`config.mk`:
```
export PLATFORM = sky130hd
export DESIGN_NAME = spi_msg_loader
export DESIGN_NICKNAME = d
export VERILOG_FILES = /design/src/rtl/spi_msg_loader.sv
export SDC_FILE = /design/constraint.sdc
export NUM_CORES = 1
export LEC_CHECK = 0
export BUFFER_PORTS_ARGS = -buffer_cell sky130_fd_sc_hd__buf_4
export CORE_UTILIZATION = 30
export DETAILED_ROUTE_END_ITERATION = 10
export GPL_TIMING_DRIVEN = 0
export PLACE_DENSITY_LB_ADDON = 0.1
export SYNTH_ARGS = -nofsm -noshare
export SYNTH_HDL_FRONTEND = slang
export SYNTH_SLANG_ARGS = --single-unit
```
`constraint.sdc`:
```
create_clock -name i_clk -period 42.7 [get_ports i_clk]
set_clock_uncertainty 0.1 [all_clocks]
set_input_delay 2.135 -clock i_clk [delete_from_list [all_inputs] [get_ports i_clk]]
set_output_delay 2.135 -clock i_clk [all_outputs]
set_load 0.02 [all_outputs]
```
`src/rtl/spi_msg_loader.sv`:
```
// spi_msg_loader: packs 32 SPI words into a 512-bit block for the hash core.
// Define LOADER_TIMEOUT_EN to abort partial frames after TIMEOUT_CYCLES idle cycles.
module spi_msg_loader #(
    parameter int TIMEOUT_CYCLES = 4096
) (
    input  logic         i_clk,
    input  logic         i_rst,
    input  logic         i_ss,
    input  logic         i_done,
    input  logic [15:0]  i_data,
    input  logic         i_block_ack,
    output logic [511:0] o_block,
    output logic         o_block_valid,
    output logic [15:0]  o_tx_data,
    output logic         o_overflow,
    output logic         o_frame_err
);
    typedef enum logic [1:0] {IDLE = 2'b00, FILL = 2'b01, FULL = 2'b10} state_t;
    state_t state, state_n;
    logic [4:0] word_cnt, cnt_n;
    logic done_d, done_edge, wr, err_n, ovf_n, tflag_n, abort;
    assign done_edge = i_done & ~done_d;
    assign o_block_valid = state == FULL;
`ifdef LOADER_TIMEOUT_EN
    localparam int TW = TIMEOUT_CYCLES > 2 ? $clog2(TIMEOUT_CYCLES) : 1;
    logic [TW-1:0] tcnt;
    logic ss_d, tflag;
    assign abort = state == FILL && word_cnt != 5'd0 && !done_edge && tcnt == TW'(TIMEOUT_CYCLES - 1);
    assign tflag_n = abort | (tflag & ~(ss_d & ~i_ss));
    always_ff @(posedge i_clk or posedge i_rst) begin
        if (i_rst) begin
            tcnt  <= '0;
            ss_d  <= 1'b1;
            tflag <= 1'b0;
        end else begin
            tcnt  <= (state == FILL && word_cnt != 5'd0 && !done_edge && !abort) ? tcnt + 1'b1 : '0;
            ss_d  <= i_ss;
            tflag <= tflag_n;
        end
    end
`else
    assign abort   = 1'b0;
    assign tflag_n = 1'b0 & (TIMEOUT_CYCLES != 0);
`endif
    always_comb begin
        state_n = state;
        cnt_n   = word_cnt;
        wr      = 1'b0;
        err_n   = 1'b0;
        ovf_n   = o_overflow;
        case (state)
            IDLE: if (!i_ss) begin
                state_n = FILL;
                cnt_n   = 5'd0;
            end
            FILL: begin
                if (done_edge) begin
                    wr    = 1'b1;
                    cnt_n = word_cnt + 5'd1;
                end
                // a word landing with the i_ss rise is taken before the frame is judged
                if (done_edge && word_cnt == 5'd31) begin
                    state_n = FULL;
                    cnt_n   = word_cnt;
                end else if (i_ss || abort) begin
                    state_n = IDLE;
                    err_n   = cnt_n != 5'd0;
                    cnt_n   = 5'd0;
                end
            end
            FULL: if (i_block_ack) begin
                state_n = i_ss ? IDLE : FILL;
                cnt_n   = 5'd0;
                ovf_n   = 1'b0;
            end else if (done_edge) ovf_n = 1'b1;
            default: state_n = IDLE;
        endcase
    end
    always_ff @(posedge i_clk or posedge i_rst) begin
        if (i_rst) begin
            state       <= IDLE;
            word_cnt    <= 5'd0;
            done_d      <= 1'b1;
            o_block     <= '0;
            o_overflow  <= 1'b0;
            o_frame_err <= 1'b0;
            o_tx_data   <= 16'h0000;
        end else begin
            state       <= state_n;
            word_cnt    <= cnt_n;
            done_d      <= i_done;
            o_overflow  <= ovf_n;
            o_frame_err <= err_n;
            o_tx_data   <= {state_n, ovf_n, tflag_n, 7'b0, cnt_n};
            if (wr) o_block[{~word_cnt, 4'b0} +: 16] <= i_data;
        end
    end
endmodule

```
## After elaboration in Yosys (flattened, before gate mapping)

Index checks and enable logic that the tools add are counted.
Widths: inputs -> output; s select.

- Register bits after elaboration: 530
- Latch bits: 0
- Memory bits (writable): 0
- Bits in read-only memories: 0
- Input bits: 21
- Output and inout bits: 531
- Logic and storage cells: 42
- Memories: 0

- $add $sub $neg: 2
- Multiply operators: 0
- Divide/modulo/power cells: 0
- $lt $le $gt $ge: 0
- Equality and inequality tests: 3
- Shifts and indexed selects: 2
- Muxes and demuxes: 22
- Bitwise logic cells: 3
- Reduce and logical (&&, ||, !) cells: 3

Operators by type and width:

| operator | number |
|---|---|
| $bwmux 512 | 1 |
| $shift 16x11->512 const A | 1 |
| $shiftx 16x11->512 | 1 |
| $mux 5 | 6 |
| $pmux 5 s3 | 1 |
| $neg 9->11 | 1 |
| $mux 1 | 9 |
| $mux 2 | 4 |
| $pmux 2 s3 | 1 |
| $add 5x1->5 const B | 1 |
| $eq 5x5->1 const B | 1 |
| $not 5->5 | 1 |
| $reduce_bool 5->1 | 1 |
| $eq 2x1->1 const B | 1 |
| $eq 2x2->1 const B | 1 |
| $logic_not 2->1 | 1 |
| $and 1x1->1 | 1 |
| $logic_and 1x1->1 | 1 |
| $not 1->1 | 1 |

## Longest topological paths before layout

- Depth in word-level cells: 8
- Mapped depth: 11
- Depth with buffers taken out: 7

## Worst setup path after synthesis

No wires, ideal clock.

- Path type: input port to flip-flop
- Start: input port i_done
- End: register o_block[352]
- Setup time: 0.125 ns
- Arrival time: 3.648 ns
- Required time: 42.475 ns
- Path slack: 38.827 ns
- Stages: 7
- Path buffers: 3
- Cell sequence: nand4bb_1 -> a211oi_2 -> buf_6 -> o211a_1 -> buf_4 -> buf_4 -> mux2_2

- Word-level cells in the longest chain between the ends: 3

RTL lines:

| what | line | text |
|---|---|---|
| start: declaration | 9 | `input logic i_done,` |
| $and 1x1->1 | 22 | `assign done_edge = i_done & ~done_d;` |
| $mux 1 | 57 | `if (done_edge) begin` |
| $mux 1 | 51 | `case (state)` |
| end signal: indexed assignment | 95 | `if (wr) o_block[{~word_cnt, 4'b0} +: 16] <= i_data;` |
| end: declaration | 12 | `output logic [511:0] o_block,` |

No other way between the ends.
A chain may end at the register's enable or synchronous reset.

## Final worst setup path

- Start: input port i_done
- End: register o_block[245]

Same word-level chain as after synthesis.

==> results by group <==
Status
  • Outcome: complete, no violations

Synth
  • Top-count cell post-synth: dfrtp_1
  • Seq/Total Area, Yosys: approximately three fifths
  • Most frequently used flop master after synthesis: dfrtp_1
  • Synth warn: 0
  • Synth top area share: 59.6%
  • Avg Cell Area, Syn: roughly 13 um^2
  • FF+latch count, synth: ~520
  • Area leader, netlist: dfrtp_1
  • Post-synth EDFFs: 0
  • Async S/R FF share, synth: 100%
  • Mapped Area: 21900 um^2
  • Yosys cell types: 66
  • Top cells by count, synth: dfrtp_1, mux2_2, nor2_1
  • Top area cells in the synthesized netlist: dfrtp_1, mux2_2, o21ai_0
  • Post-Syn Instances: between 1500 and 2000

STA
  • Hold slack final: between 400 and 500 ps
  • Final TNS setup: 0 ps
  • Final hold vios: 0
  • Maximum clock frequency: between 200 and 250 MHz
  • Final Setup Violations: 0
  • Max-slew violations: 0
  • Fin crit share: under 10%
  • RSZ-0062 raised after global routing: no
  • Tightest Pin Transition: roughly 1300 ps
  • Final worst slack: between 30000 and 40000 ps
  • Slew Limit Headroom: around 16%
  • Post-layout min period: ~4100 ps

CTS
  • TritonCTS Buffers: 60
  • Clk Latency, worst-skew pair: ~640 ps
  • Clk buf depth: 3
  • Post-CTS Hold Fix Bufs: 0
  • Postcts setup bufs: 0
  • Clock Tree Root: clkbuf_16
  • CTS resizes: 0
  • TritonCTS clock tree: built
  • CTS Sinks: around 520
  • H-Tree Depth: 2
  • Reg clk slew, reported paths: around 60 ps

Die
  • Row count: 98
  • Chip Height: between 200 and 300 um
  • Initial Utilization: 30.4%
  • Core footprint: 71900 um^2
  • Die area: between 70000 and 80000 um^2
  • Die Span X: ~270 um
  • Ports: 552

Finish
  • Layout Nets: between 2000 and 2500
  • Fin cells: between 3000 and 4000
  • Synth-to-Final Area Change: 34.0%
  • Design area: between 20000 and 30000 um^2
  • Layout cells sized above 1: 51.0%

Critical path
  • Critical path peak fanout: 10
  • WP data arrival: ~4500 ps
  • FF-to-FF path depth: 10
  • Worst r2r src: word_cnt[3]
  • Crit path capture type: register
  • Required time of the critical path: roughly 43000 ps
  • Reg2Reg Capture Point: o_block[23]
  • Startpoint types: input port
  • Critical path class: in -> reg
  • Slack of the worst reg-to-reg path: between 30000 and 40000 ps

Routing
  • Vias per cell: between 4 and 5
  • First-pass iteration count of the detailed router: 5
  • Final wirelength: 84000 um
  • DRC Markers: 0
  • Final ANT Viol Nets: 0
  • Wire per inst: between 20 and 30 um
  • DR iter-0 viols: 709
  • Via count: between 15000 and 20000

Global routing
  • Number of global-route vias before repair: roughly 16000
  • Remaining Overflow, GRT: 0
  • Total track usage: approximately 22%
  • Largest net degree at the start of global routing: 124
  • Initial antenna violation count: 3
  • First-pass GRT wire length: ~120000 um

Placed design
  • GPL Wtd Cong: 0.812
  • Placed cell count: between 3000 and 4000
  • Post-DP HPWL: around 63000 um
  • I/O Buffers: 533
  • Place WS: between 30000 and 40000 ps
  • Placed Area: around 27000 um^2

Worst hold path
  • Hold_sp: o_block[405]
  • Hold worst-path end: o_block[405]
  • WHS Path Cells: 1
  • Worst min path class: reg -> reg

Power
  • Switching part of the total: around a quarter
  • Cell-internal power: ~0.00084 W
  • VDD IR max: 29.4 uV
  • Clk pwr share: about half
  • Seq pwr share: between 40% and 50%
  • P per Cell Area: around 38 nW/um^2
  • Switch Pwr: roughly 0.00026 W
  • Comb power frac: approximately 5.4%
  • Leak: 15.1 nW

Flow run
  • Max-cap viol count: 0
layout make-up:
cell class | instances | area [um^2]
fill | 6996 | 42500
sequential | 522 | 13100
multi-input combinational | 964 | 8070
timing repair buffer | 538 | 4130
clock buffer | 89 | 1810
tap | 950 | 1190
buffer | 132 | 652
clock inverter | 23 | 258
inverter | 31 | 124
antenna | 4 | 10.0
stage by stage:
| step | utilization (%) | power [W] |
|---|---|---|
| floorplan | - | 0.000543 |
| finish | 40.8 | 0.00110 |
| global placement | 37.7 | 0.000572 |
| detailed placement | 37.9 | 0.000573 |
| CTS | 40.8 | 0.00112 |
| global route | 40.8 | 0.00114 |
registers in the layout (all words and copies together) (netlist names):
signal and count:
done_d 1, state 1, o_block 512, o_tx_data 3, word_cnt 4, o_frame_err 1
cell usage in the layout (no fill, tap or decap), drive strengths merged, types with 2 or more instances in the layout:
master   Yosys  layout
nor2b        6       6
nor2        94      94
o211ai      24      24
o41ai       16      16
and3         3       3
o211a        6       6
o31ai       30      30
and3b        2       2
a31o         3       3
nand3b       4       4
a22o         4       4
clkbuf      67     156
inv         31      34
nand2       74      74
diode        0       4
ha           6       6
nand4        5       5
nand3        8       8
o2111ai      4       4
nor3b        3       3
bufinv       0       5
nand2b       2       2
and2        33      33
dfrtp      521     521
a21o         2       2
a21boi       4       4
a211oi       5       5
a31oi        2       2
mux2i       24      24
nor4         3       3
or2          3       3
conb         1       8
a21oi       39      39
buf         65     603
nor3        32      32
clkinv       0      14
o21ai       73      73
mux2       431     431
worst max-delay path by stage:
stage	slack, ps	cells past startpoint	startpoint	to
after floorplan	25880	1	i_rst	o_block[0]
after global placement	19580	2	i_rst	o_block[192]
after detailed placement	37940	7	i_done	o_block[23]
after CTS	38600	7	i_done	o_block[245]
after global routing	38530	7	i_done	o_block[245]
final	38630	7	i_done	o_block[245]
cell families after synthesis:
group | Yosys count | synth area share, %
flops | 522 | 59.7
xor+xnor | 2 | 0.114
other cells | 1 | 0.0171
mux | 455 | 23.3
compound gates | 216 | 6.74
simple gates | 277 | 6.25
buf+inv | 163 | 3.51
fa+ha+maj | 6 | 0.343
routing by layer:
layer  vias to the layer above  GRT usage [%]  wire length (um)
met1                      8193           29.1             35800
met3                       109           5.95              5790
met2                       462           36.9             40500
li1                       7023              -                 -
met5                         -              0                 0
met4                         0           5.65              1840
power groups by stage:
stage | registers, W | clock network [W] | logic (W)
CTS | 0.000503 | 0.000554 | 0.0000614
finish | 0.000503 | 0.000539 | 0.0000597
global placement | 0.000513 | 0 | 0.0000594
floorplan | 0.000519 | 0 | 0.0000242
detailed placement | 0.000512 | 0 | 0.0000614
global route | 0.000503 | 0.000575 | 0.0000646
critical path: stages:
cell and delay, ps:
buf_4 110, and4bb_2 370, o2111ai_1 240, buf_2 310, nor2_2 510, buf_2 400
mux2_2 380
(Power assumes the default switching activity.)
